File: src/rtl/sipo_frame_ctrl.sv
`default_nettype none
// ============================================================================
// Module  : sipo_frame_ctrl
// Brief   : Serial-in/parallel-out frame receiver (start, WIDTH data MSB
//           first, stop) with a one-word valid/ready output holding register.
// Revision: 1.0 - initial release
// ============================================================================
module sipo_frame_ctrl #(
    parameter int WIDTH = 8
) (
    input  logic             C,
    input  logic             R,
    input  logic             SI,
    input  logic             SV,
    input  logic             RDY,
    input  logic             CLR,
    output logic [WIDTH-1:0] PO,
    output logic             VLD,
    output logic             BUSY,
    output logic             OVR,
    output logic             FERR
);

    localparam int c_CNT_W = $clog2(WIDTH + 1);

    typedef enum logic [1:0] {
        IDLE = 2'd0,
        DATA = 2'd1,
        STOP = 2'd2
    } state_t;

    state_t             state_q, state_d;
    logic [WIDTH-1:0]   sr_q, sr_d;
    logic [c_CNT_W-1:0] cnt_q, cnt_d;
    logic [WIDTH-1:0]   po_q, po_d;
    logic               vld_q, vld_d;
    logic               ovr_q, ovr_d;
    logic               ferr_q, ferr_d;
    logic               w_good_stop;
    logic               w_ovr_set;

    always_comb begin
        state_d     = state_q;
        sr_d        = sr_q;
        cnt_d       = cnt_q;
        ferr_d      = 1'b0;
        w_good_stop = 1'b0;

        case (state_q)
            IDLE: begin
                if (SV && SI) begin
                    state_d = DATA;
                    cnt_d   = '0;
                end
            end
            DATA: begin
                if (SV) begin
                    sr_d  = {sr_q[WIDTH-2:0], SI};
                    cnt_d = cnt_q + c_CNT_W'(1);
                    if (cnt_q == c_CNT_W'(WIDTH - 1)) begin
                        state_d = STOP;
                    end
                end
            end
            STOP: begin
                if (SV) begin
                    state_d = IDLE;
                    // A high stop bit discards the word and only pulses FERR.
                    if (!SI) begin
                        w_good_stop = 1'b1;
                    end else begin
                        ferr_d = 1'b1;
                    end
                end
            end
            default: state_d = IDLE;
        endcase
    end

    always_comb begin
        po_d      = po_q;
        vld_d     = vld_q;
        w_ovr_set = 1'b0;

        if (w_good_stop) begin
            if (!vld_q || RDY) begin
                po_d  = sr_q;
                vld_d = 1'b1;
            end else begin
                w_ovr_set = 1'b1;
            end
        end else if (vld_q && RDY) begin
            vld_d = 1'b0;
        end

        // Setting takes priority over a simultaneous clear.
        ovr_d = w_ovr_set | (ovr_q & ~CLR);
    end

    always_ff @(posedge C) begin
        if (R) begin
            state_q <= IDLE;
            sr_q    <= '0;
            cnt_q   <= '0;
            po_q    <= '0;
            vld_q   <= 1'b0;
            ovr_q   <= 1'b0;
            ferr_q  <= 1'b0;
        end else begin
            state_q <= state_d;
            sr_q    <= sr_d;
            cnt_q   <= cnt_d;
            po_q    <= po_d;
            vld_q   <= vld_d;
            ovr_q   <= ovr_d;
            ferr_q  <= ferr_d;
        end
    end

    assign PO   = po_q;
    assign VLD  = vld_q;
    assign OVR  = ovr_q;
    assign FERR = ferr_q;
    assign BUSY = (state_q != IDLE);

endmodule
`default_nettype wire

File: config.mk
export PLATFORM = sky130hd
export DESIGN_NAME = sipo_frame_ctrl
export DESIGN_NICKNAME = d
export VERILOG_FILES = /design/src/rtl/sipo_frame_ctrl.sv
export SDC_FILE = /design/constraint.sdc
export NUM_CORES = 1
export LEC_CHECK = 0
export CAP_MARGIN = 20
export CORE_ASPECT_RATIO = 0.7
export CORE_UTILIZATION = 45
export DETAILED_ROUTE_END_ITERATION = 10
export PLACE_DENSITY = 0.66
export SLEW_MARGIN = 0
export SYNTH_ARGS = -nofsm -noshare
export SYNTH_HDL_FRONTEND = slang
export SYNTH_SLANG_ARGS = --single-unit
export TNS_END_PERCENT = 50
File: constraint.sdc
create_clock -name C -period 1.4 [get_ports C]
set_input_delay 0.28 -clock C [delete_from_list [all_inputs] [get_ports C]]
set_output_delay 0.28 -clock C [all_outputs]
set_load 0.01 [all_outputs]
After elaboration in Yosys (flattened, before gate mapping)
Index checks and enable logic that the tools add are counted.
{"block": "totals", "mem_bits_rw": 0, "output_inout_bits": 12, "n_memories": 0, "mem_bits_ro": 0, "word_cells": 52, "latch_bits": 0, "register_bits": 25, "input_bits": 6}
{"block": "op_classes", "eq_ne": 8, "n_div": 0, "n_mul": 0, "n_shift": 0, "n_addsub": 1, "reduce_logical": 14, "order_cmp": 0, "n_mux": 17, "n_bitwise": 5}
{"op": "$mux 1", "count": 9}
{"op": "$mux 2", "count": 4}
{"op": "$mux 4", "count": 2}
{"op": "$ne 2x2->1 const B", "count": 4}
{"op": "$pmux 4 s2", "count": 1}
{"op": "$pmux 2 s3", "count": 1}
{"op": "$reduce_and 2->1", "count": 3}
{"op": "$reduce_bool 2->1", "count": 3}
{"op": "$add 4x1->4 const B", "count": 1}
{"op": "$eq 4x3->1 const B", "count": 1}
{"op": "$reduce_and 4->1", "count": 1}
{"op": "$not 1->1", "count": 3}
{"op": "$reduce_and 3->1", "count": 1}
{"op": "$reduce_or 3->1", "count": 1}
{"op": "$eq 2x1->1 const B", "count": 1}
{"op": "$eq 2x2->1 const B", "count": 1}
{"op": "$logic_and 1x1->1", "count": 2}
{"op": "$logic_not 2->1", "count": 1}
{"op": "$ne 2x1->1 const B", "count": 1}
{"op": "$and 1x1->1", "count": 1}
{"op": "$logic_not 1->1", "count": 1}
{"op": "$logic_or 1x1->1", "count": 1}
{"op": "$or 1x1->1", "count": 1}

Logic depth before layout (Yosys ltp)
Gate-level depths: netlist (run 1).
{"block": "logic_depth", "ltp_word": 5, "mapped_depth": 5, "ltp_nobuf": 4}

Worst setup path after synthesis (run 1)
OpenSTA, ideal clock, no wires.
{"block": "synth_timing", "path_kind": "register to register", "from": "reg state_q[1]", "to": "reg cnt_q[3]", "period_less_slack_ps": 1200, "arrival_time_ps": 1126, "setup_time_ps": 74, "required_ps": 1326, "path_buffers": 0, "path_stages_with_launch": 4, "slack_ps": 200, "path_cell_list": "dfxtp_1 -> nand2b_4 -> or4b_1 -> a31oi_1"}
{"block": "synth_between", "elab_chain_len": 3, "word_cells_on_any_way": 7, "classes_between": "eq/ne: 3; mux: 1; reduce/logical: 3"}
{"element": "start: declaration", "line": "32", "rtl": "state_t state_q, state_d;"}
{"element": "start signal: assignment", "line": "110", "rtl": "state_q <= state_d;"}
{"element": "$eq 2x1->1 / $logic_not 2->1 (equally long branches)", "line": "49", "rtl": "case (state_q)"}
{"element": "$ne 2x2->1 (no line) / $reduce_bool 2->1 (equally long branches)"}
{"element": "$reduce_and 3->1 (no line)"}
{"element": "end signal: assignment", "line": "112", "rtl": "cnt_q <= cnt_d;"}
{"element": "end: declaration", "line": "34", "rtl": "logic [c_CNT_W-1:0] cnt_q, cnt_d;"}
Parallel ways exist; a longest one is shown, timed or not.
A chain may end at the register's enable or synchronous reset.

Worst setup path in the final report (run 1)
{"block": "layout_timing", "from": "reg state_q[0]", "to": "out BUSY"}
{"block": "layout_between", "elab_chain_len": 1}
{"element": "$reduce_bool 2->1", "line": "124", "rtl": "assign BUSY = (state_q != IDLE);"}
{"element": "end: declaration", "line": "19", "rtl": "output logic BUSY,"}
No other way between the ends.

==> results of run 1 <==
[kinds of logic (layout without fill, tap and decap cells)]
group,count (synthesis),count (layout),share of synthesized area [%]
simple gates,57,57,30.6
mux,8,8,7.52
flops,25,25,47.0
buf+inv,8,35,3.52
compound gates,20,20,10.2
fa+ha+maj,1,1,1.17
[per-layer routing]
layer	vias to the layer above	global-route usage, %	wire, microns
met5	-	0	0
met4	0	5.58	13
met3	2	6.40	97
met2	16	27.9	848
met1	396	24.3	1010
li1	453	-	-
[registers in the layout, summed over array words and instances, names as in the netlist]
signal   cells
OVR          1
VLD          1
cnt_q        4
FERR         1
sr_q         8
PO           8
state_q      2
[cell usage after synthesis]
cell | count | area [sq um]
nor3_1 | 2 | 10.0
o22a_1 | 1 | 8.76
clkbuf_1 | 3 | 11.3
nand2b_4 | 1 | 13.8
o21ai_1 | 1 | 5.00
buf_4 | 1 | 7.51
nand2b_1 | 19 | 119
nand3_1 | 2 | 10.0
dfxtp_1 | 25 | 500
or2_2 | 1 | 6.26
nor4bb_1 | 1 | 10.0
nand2_1 | 18 | 67.6
a21oi_1 | 12 | 60.1
a211oi_1 | 1 | 7.51
or4b_1 | 1 | 10.0
inv_1 | 1 | 3.75
nor2b_1 | 3 | 18.8
nand4bb_1 | 1 | 11.3
ha_1 | 1 | 12.5
and3b_1 | 2 | 17.5
o21ai_0 | 3 | 15.0
nor2_1 | 4 | 15.0
nand4b_1 | 1 | 8.76
a31oi_1 | 1 | 6.26
nand3b_1 | 1 | 7.51
mux2i_1 | 8 | 80.1
buf_2 | 3 | 15.0
o22ai_1 | 1 | 6.26
[worst paths after layout]
path                   start          to  depth (start not counted)
setup reg to reg  state_q[1]    cnt_q[3]                          4
setup / recovery  state_q[0]        BUSY                          2
hold / removal            SV  state_q[1]                          3
hold reg to reg      sr_q[3]     sr_q[4]                          2
[stage by stage]
| stage | worst slack [ns] | util [%] | cell area, sq um | cells | hold slack, ns |
|---|---|---|---|---|---|
| 2_1_floorplan | 0.200 | - | 1060 | 119 | 0.398 |
| 3_3_place_gp | -0.262 | 61.7 | 1350 | 174 | 0.450 |
| 3_5_place_dp | -0.303 | 61.7 | 1350 | 174 | 0.456 |
| 4_1_cts | -0.0739 | 62.6 | 1370 | 178 | 0.475 |
| 5_1_grt | -0.0193 | 62.8 | 1380 | 178 | 0.417 |
| 6_report | 0.0382 | 62.8 | 1380 | 178 | 0.416 |
[where the power goes]
part | internal (mW) | switching (mW)
registers | 0.717 | 0.00356
logic | 0.0554 | 0.0449
clock network | 0.109 | 0.220
total | 0.881 | 0.269
[worst reg2reg max path: cells and delay by family (launching register included)]
family | cells | cell delay [ns]
compound gates | 1 | 0.17
flops | 1 | 0.34
simple gates | 2 | 0.59
buf+inv | 1 | 0.15
[layout make-up]
type	instances	area (sq um)
Fill cell	208	815
Clock inverter	1	7.51
Tap cell	32	40.0
Timing Repair Buffer	30	270
Clock buffer	3	22.5
Multi-Input combinational cell	86	527
Inverter	1	3.75
Sequential cell	25	504
[repair_timing]
action                                  CTS  global route
pin swaps                                 0             1
gates resized for setup                  15             5
hold buffers                              0             0
hold endpoints to repair                  0             0
endpoints found under the setup margin   12            10
==> results.md, run 1 <==
Pwr:
- The power per unit of standard cell area is 837 nW/um^2.
- Summed over all cells, the static leakage comes to roughly 0.53 nW.
- IR analysis of the VDD net gives a maximum drop of 0.580 mV.
- Total power for the finished layout comes to 1.15 mW.

Timing:
- The worst pin sits at a relative slew slack of 79.0%.
- After layout, the minimum clock period comes to roughly 1.4 ns.
- Setup violations remaining at the end of the flow were counted as 0.
- Dividing the final minimum period by the clock period gives 97.3%.
- Between clock sinks in the finished design, the worst skew comes to 0.00957 ns.
- Setup repair after global routing could not meet its margin everywhere.
- The highest attainable clock frequency is 734 MHz.
- The max-slew violation count is 0.
- The final number of hold-violating endpoints was 0.
- Adding up every negative setup slack in the final design gives 0 ns.
- The actual slew at the worst max-slew pin is roughly 0.31 ns.

Critical path:
- The register-to-register path setup slack is 0.09 ns.
- The highest net fanout along the worst path is 2.
- In this design, the stage delay of the slowest critical-path cell is 0.34 ns.
- Data on the critical path is required at its endpoint by between 1 and 1.5 ns.
- The kind of start point of the critical path is a register.
- The cell type group with the largest total delay on the critical path is flip-flops.
- Walking the worst path, the cells encountered are or2_2 -> buf_6.
- Together, buffers and inverters on the worst path number 1.
- The category of the worst setup path capture point is an output pin.
- The slowest stage of the critical path belongs to the cell dfxtp_2.
- By startpoint and endpoint, the worst setup path is classified as register to output pin.
- The critical path data arrival time is 1.08 ns.

Logic synthesis:
- Summing the sequential cell areas from Yosys gives 47.0% of the chip area.
- The netlist area before placement is roughly 1100 sq um.
- The count of synthesis-stage warnings from yosys is 0.
- The synthesized netlist net count is ~130.
- The synthesized flop and latch total is 25.
- The netlist uses 28 different library cells.
- The cell count after synthesis is ~120.
- The mean instance size in the synthesized netlist is 8.95 sq um.

Cells and area:
- The fraction of layout instances using a drive strength above 1 is between 10% and 20%.
- In the final design database the tool counted ~150 nets.
- The antenna diode count is 0.
- The area added between synthesis and finish is 29.1%.
- Leaving out fill and tap cells, the most frequent cells in the layout are dfxtp_1 (22), nand2b_1 (19), nand2_1 (18), a21oi_1 (12), buf_4 (12).
- The most common cell after layout, fill and taps aside is dfxtp_1.

Detailed routing:
- The via count of the routed design is 867.
- The wire length per cell is around 11 microns.
- The detail route stage leaves a number of antenna-violating nets equal to 0.
- Before antenna repair, the detailed router went through 4 iterations.
- For this block, the initial DRC count from the detailed router was 33.
- The number of remaining DRC errors is 0.
- The mean number of vias per cell is 4.87.
- Wires add up to 1.97 mm.

Outcome:
- The flow ran to the end, and the final reports show no timing, DRC or antenna violations.

Worst hold path:
- The class of the tightest hold or removal check is primary input to register.

Clock network:
- After clock tree synthesis, the setup repair step added 0 buffers.
- Buffers inserted during clock tree synthesis total 3.
- In this run the number of H-tree levels came out at 1.
- The maximum number of buffers from clock root to sink is 2.
- The later pin in the worst-skew pair is clocked with a latency of about 0.32 ns.
- The CTS sink count is 25.
- The clock-pin slew on the worst setup and hold paths is 0.14 ns.
- The clock tree from TritonCTS is done.
- The root buffer selected by CTS is clkbuf_4.

Global routing:
- In the global route stage, overall resource usage came out at 18.4%.
- The largest net degree at the start of global routing is 30.
- The initial antenna violation count is 0.
- The number of global-route vias before repair was 806.
- The remaining global-route overflow is 0.
- The first global-routing pass estimated about 3.5 mm of wire.

Die:
- 18 I/O pins were placed.
- The floorplan step set the die width to roughly 60 microns.
- The standard-cell row count is 14.
- The die is 42.7 microns tall.
- The die area is between 2000 and 3000 sq um.
- The area of the core is around 2200 sq um.
- The initial utilization of the core area, before any placement, comes to just under 50%.

Job:
- The tool flagged a number of max-cap violations equal to 0.

Place:
- The global placement routability congestion is 0.788.
- Summed over all nets, the half-perimeter wirelength after detailed placement is 1.46 mm.
- Port buffering added 17 buffers.
No activity file was read; power rests on OpenSTA's default activity.
==> run 2, diff against run 1 <==
- RECOVER_POWER: default -> 25
==> results.md, run 2 (same netlist as run 1, synthesis figures left out) <==
Cells and area:
- The fill cell instance count of the final layout is 206 (-0.96%).
- Relative to the synthesized area, the layout overhead comes to 28.8%.
- The most common cell after layout, fill and taps aside is dfxtp_1.
- The antenna diode count is 0 (unchanged).
- The fraction of layout instances using a drive strength above 1 was 15.1% (-0.68 points).
- In the layout the commonest cells are dfxtp_1 (23), nand2b_1 (19), nand2_1 (18), a21oi_1 (12), dlygate4sd2_1 (11).
- The number of nets in the final layout is 154 (unchanged).

Detailed routing:
- The mean number of vias per cell came to 4.88 (+0.23%).
- The antenna violation net count after detailed routing is 0 (unchanged).
- The wire length per cell came to 11.1 microns (+0.30%).
- The first-pass iteration count of the detailed router is 4 (unchanged).
- The number of remaining DRC errors is 0 (unchanged).
- The routed wire length was 1.98 mm (+0.30%).
- The via count of the routed design is 869 (+0.23%).
- The number of DRC markers after the initial detailed-route iteration came to 30 (-9.1%).

Critical path:
- The number of cell instances on the worst register-to-register path is 4 (unchanged).
- The category of the worst setup path capture point is an output pin.
- The combined buffer and inverter count along the critical path is 1 (unchanged).
- Traced cell by cell, the critical path runs through or2_2 -> buf_6.
- The cell type group with the largest total delay on the critical path is flip-flops.
- The highest-delay cell along the critical path is dfxtp_2.
- The highest net fanout along the worst path is 2 (unchanged).
- The required time at the endpoint of the critical path is 1.12 ns (about the same).
- The critical path data arrival time was 1.08 ns (about the same).
- The type of the worst setup path is register to output pin.
- The register-to-register path setup slack is 0.09 ns (about the same).
- The end of the worst register-to-register path is cnt_q[3].
- The kind of start point of the critical path is a register.
- The startpoint of the worst register-to-register path is state_q[1].
- The largest stage delay on the critical path came to 0.34 ns (about the same).

Clock network:
- The number of hold buffers added after cts is 0 (unchanged).
- The CTS sink count was 25 (unchanged).
- The maximum number of buffers from clock root to sink came to 2 (unchanged).
- The H-tree level count is 1 (unchanged).
- The total clock buffers created by CTS is 3 (unchanged).
- In this run the clock root is driven by a clkbuf_4.
- The clock-pin slew on the worst setup and hold paths was 0.14 ns (about the same).
- The clock tree from TritonCTS is done.
- The clock latency reported for the late side of the worst-skew pair is 0.32 ns (about the same).

Die:
- The area of the core is 2190 sq um (unchanged).
- The height of the chip was 42.7 microns (unchanged).
- The die area was 2570 sq um (unchanged).
- The effective utilization at floorplan is 48.6% (unchanged).
- The number of top-level pins is 18 (unchanged).
- The x dimension of the die was 60.1 microns (unchanged).
- The standard-cell row count is 14 (unchanged).

Global routing:
- The global router's overall resource usage was 18.4% (unchanged).
- The number of global-route vias before repair is 806 (unchanged).
- The remaining global-route overflow is 0 (unchanged).
- The busiest layer in global routing is met2.
- The largest net degree at the start of global routing is 30 (unchanged).
- The initial antenna violation count is 0 (unchanged).
- The met2 track utilization from global routing is 27.9% (unchanged).
- The met1 track demand over resource is 24.3% (unchanged).
- The global-route wire length before repair is 3.48 mm (unchanged).
- The met3 usage came to 6.40% (unchanged).

Timing:
- The highest attainable clock frequency is 734 MHz (about the same).
- The total negative slack for setup checks is 0 ns (unchanged).
- The max-slew violation count is 0 (unchanged).
- The worst clock skew is 0.0102 ns (+0.000630 ns).
- The final worst-path setup slack is 0.0381 ns (-0.0000972 ns).
- The period utilization was 97.3% (about the same).
- The worst hold margin is 0.424 ns (+0.00737 ns).
- The final critical-path required period was 1.36 ns (+0.0000972 ns).
- Setup repair after global routing could not meet its margin everywhere.
- The total of endpoints with negative setup slack in the final report was 0 (unchanged).
- The actual slew at the worst max-slew pin was 0.313 ns (-0.000125 ns).
- The final number of hold-violating endpoints came to 0 (unchanged).
- The normalized max-slew margin is 79.1% (about the same).

Outcome:
- The flow ran to the end, and the final reports show no timing, DRC or antenna violations.

Worst hold path:
- For hold timing, the worst endpoint is state_q[1].
- The worst hold path begins at SV.
- The min-delay analysis places its worst path in the category primary input to register.
- The number of cells traversed by the worst hold path is 3 (unchanged).

Place:
- The global placement routability congestion is 0.788 (unchanged).
- The pre-CTS setup slack was -0.303 ns (unchanged).
- The count of port buffers added during placement was 17 (unchanged).
- The post-DP HPWL is 1.46 mm (unchanged).

Job:
- The count of max-cap constraint violations was 0 (unchanged).

Pwr:
- The maximum VDD drop is 0.578 mV (-0.47%).
- The static power due to leakage is 0.531 nW (-0.21%).
- The power per unit of standard cell area is 838 nW/um^2 (+0.16%).
run 2: cell count changes in the layout (fill, tap and decap cells not counted):
| cell | previous run | this run |
|---|---|---|
| dfxtp_1 | 22 | 23 |
| buf_4 | 12 | 10 |
| dfxtp_2 | 3 | 2 |
| clkbuf_2 | 0 | 1 |
| clkbuf_4 | 3 | 4 |
run 2: cell type report:
class                           instances  area (sq um)  share of cell area (%)
Sequential cell                        25           503                    36.7
Inverter                                1          3.75                   0.274
Tap cell                               32          40.0                    2.92
Timing Repair Buffer                   30           268                    19.5
Multi-Input combinational cell         86           527                    38.4
Clock inverter                          1          7.51                   0.547
Clock buffer                            3          22.5                    1.64
run 2: repair_timing:
| item | in CTS | in global routing |
|---|---|---|
| buffers inserted | 0 | 0 |
| resized for setup | 15 | 5 |
| pin swaps | 0 | 1 |
| setup endpoints to repair | 12 | 10 |
run 2: worst max path at each step:
stage	startpoint	endpoint	slack [ns]	depth (start not counted)
floorplan	state_q[1]	cnt_q[3]	0.20	3
global placement	SV	cnt_q[3]	-0.26	4
detailed placement	SV	sr_q[0]	-0.30	6
CTS	state_q[0]	BUSY	-0.07	2
global route	state_q[0]	BUSY	-0.02	2
finish	state_q[0]	BUSY	0.04	2
run 2: per-stage QoR:
stage	total power, mW	utilization [%]	cell area, sq um	std cells
floorplan	0.787	-	1060	119
global placement	0.835	61.7	1350	174
detailed placement	0.836	61.7	1350	174
CTS	1.17	62.6	1370	178
global route	1.20	62.6	1370	178
finish	1.15	62.6	1370	178
run 2: worst reg2reg max path, delay by kind of cell, from the launching register on:
family | cells | cell delay [ns]
simple gates | 2 | 0.59
compound gates | 1 | 0.17
flops | 1 | 0.34
buf+inv | 1 | 0.15
run 2: per-layer routing:
metal	part of all wire (%)	wire, microns
met1	51	1010
met2	43	855
met3	4.9	97
met4	0.66	13
met5	0	0
run 2: report_power, final:
part	switching [mW]	internal, mW
clock network	0.220	0.109
logic	0.0449	0.0547
registers	0.00365	0.717
total	0.268	0.881
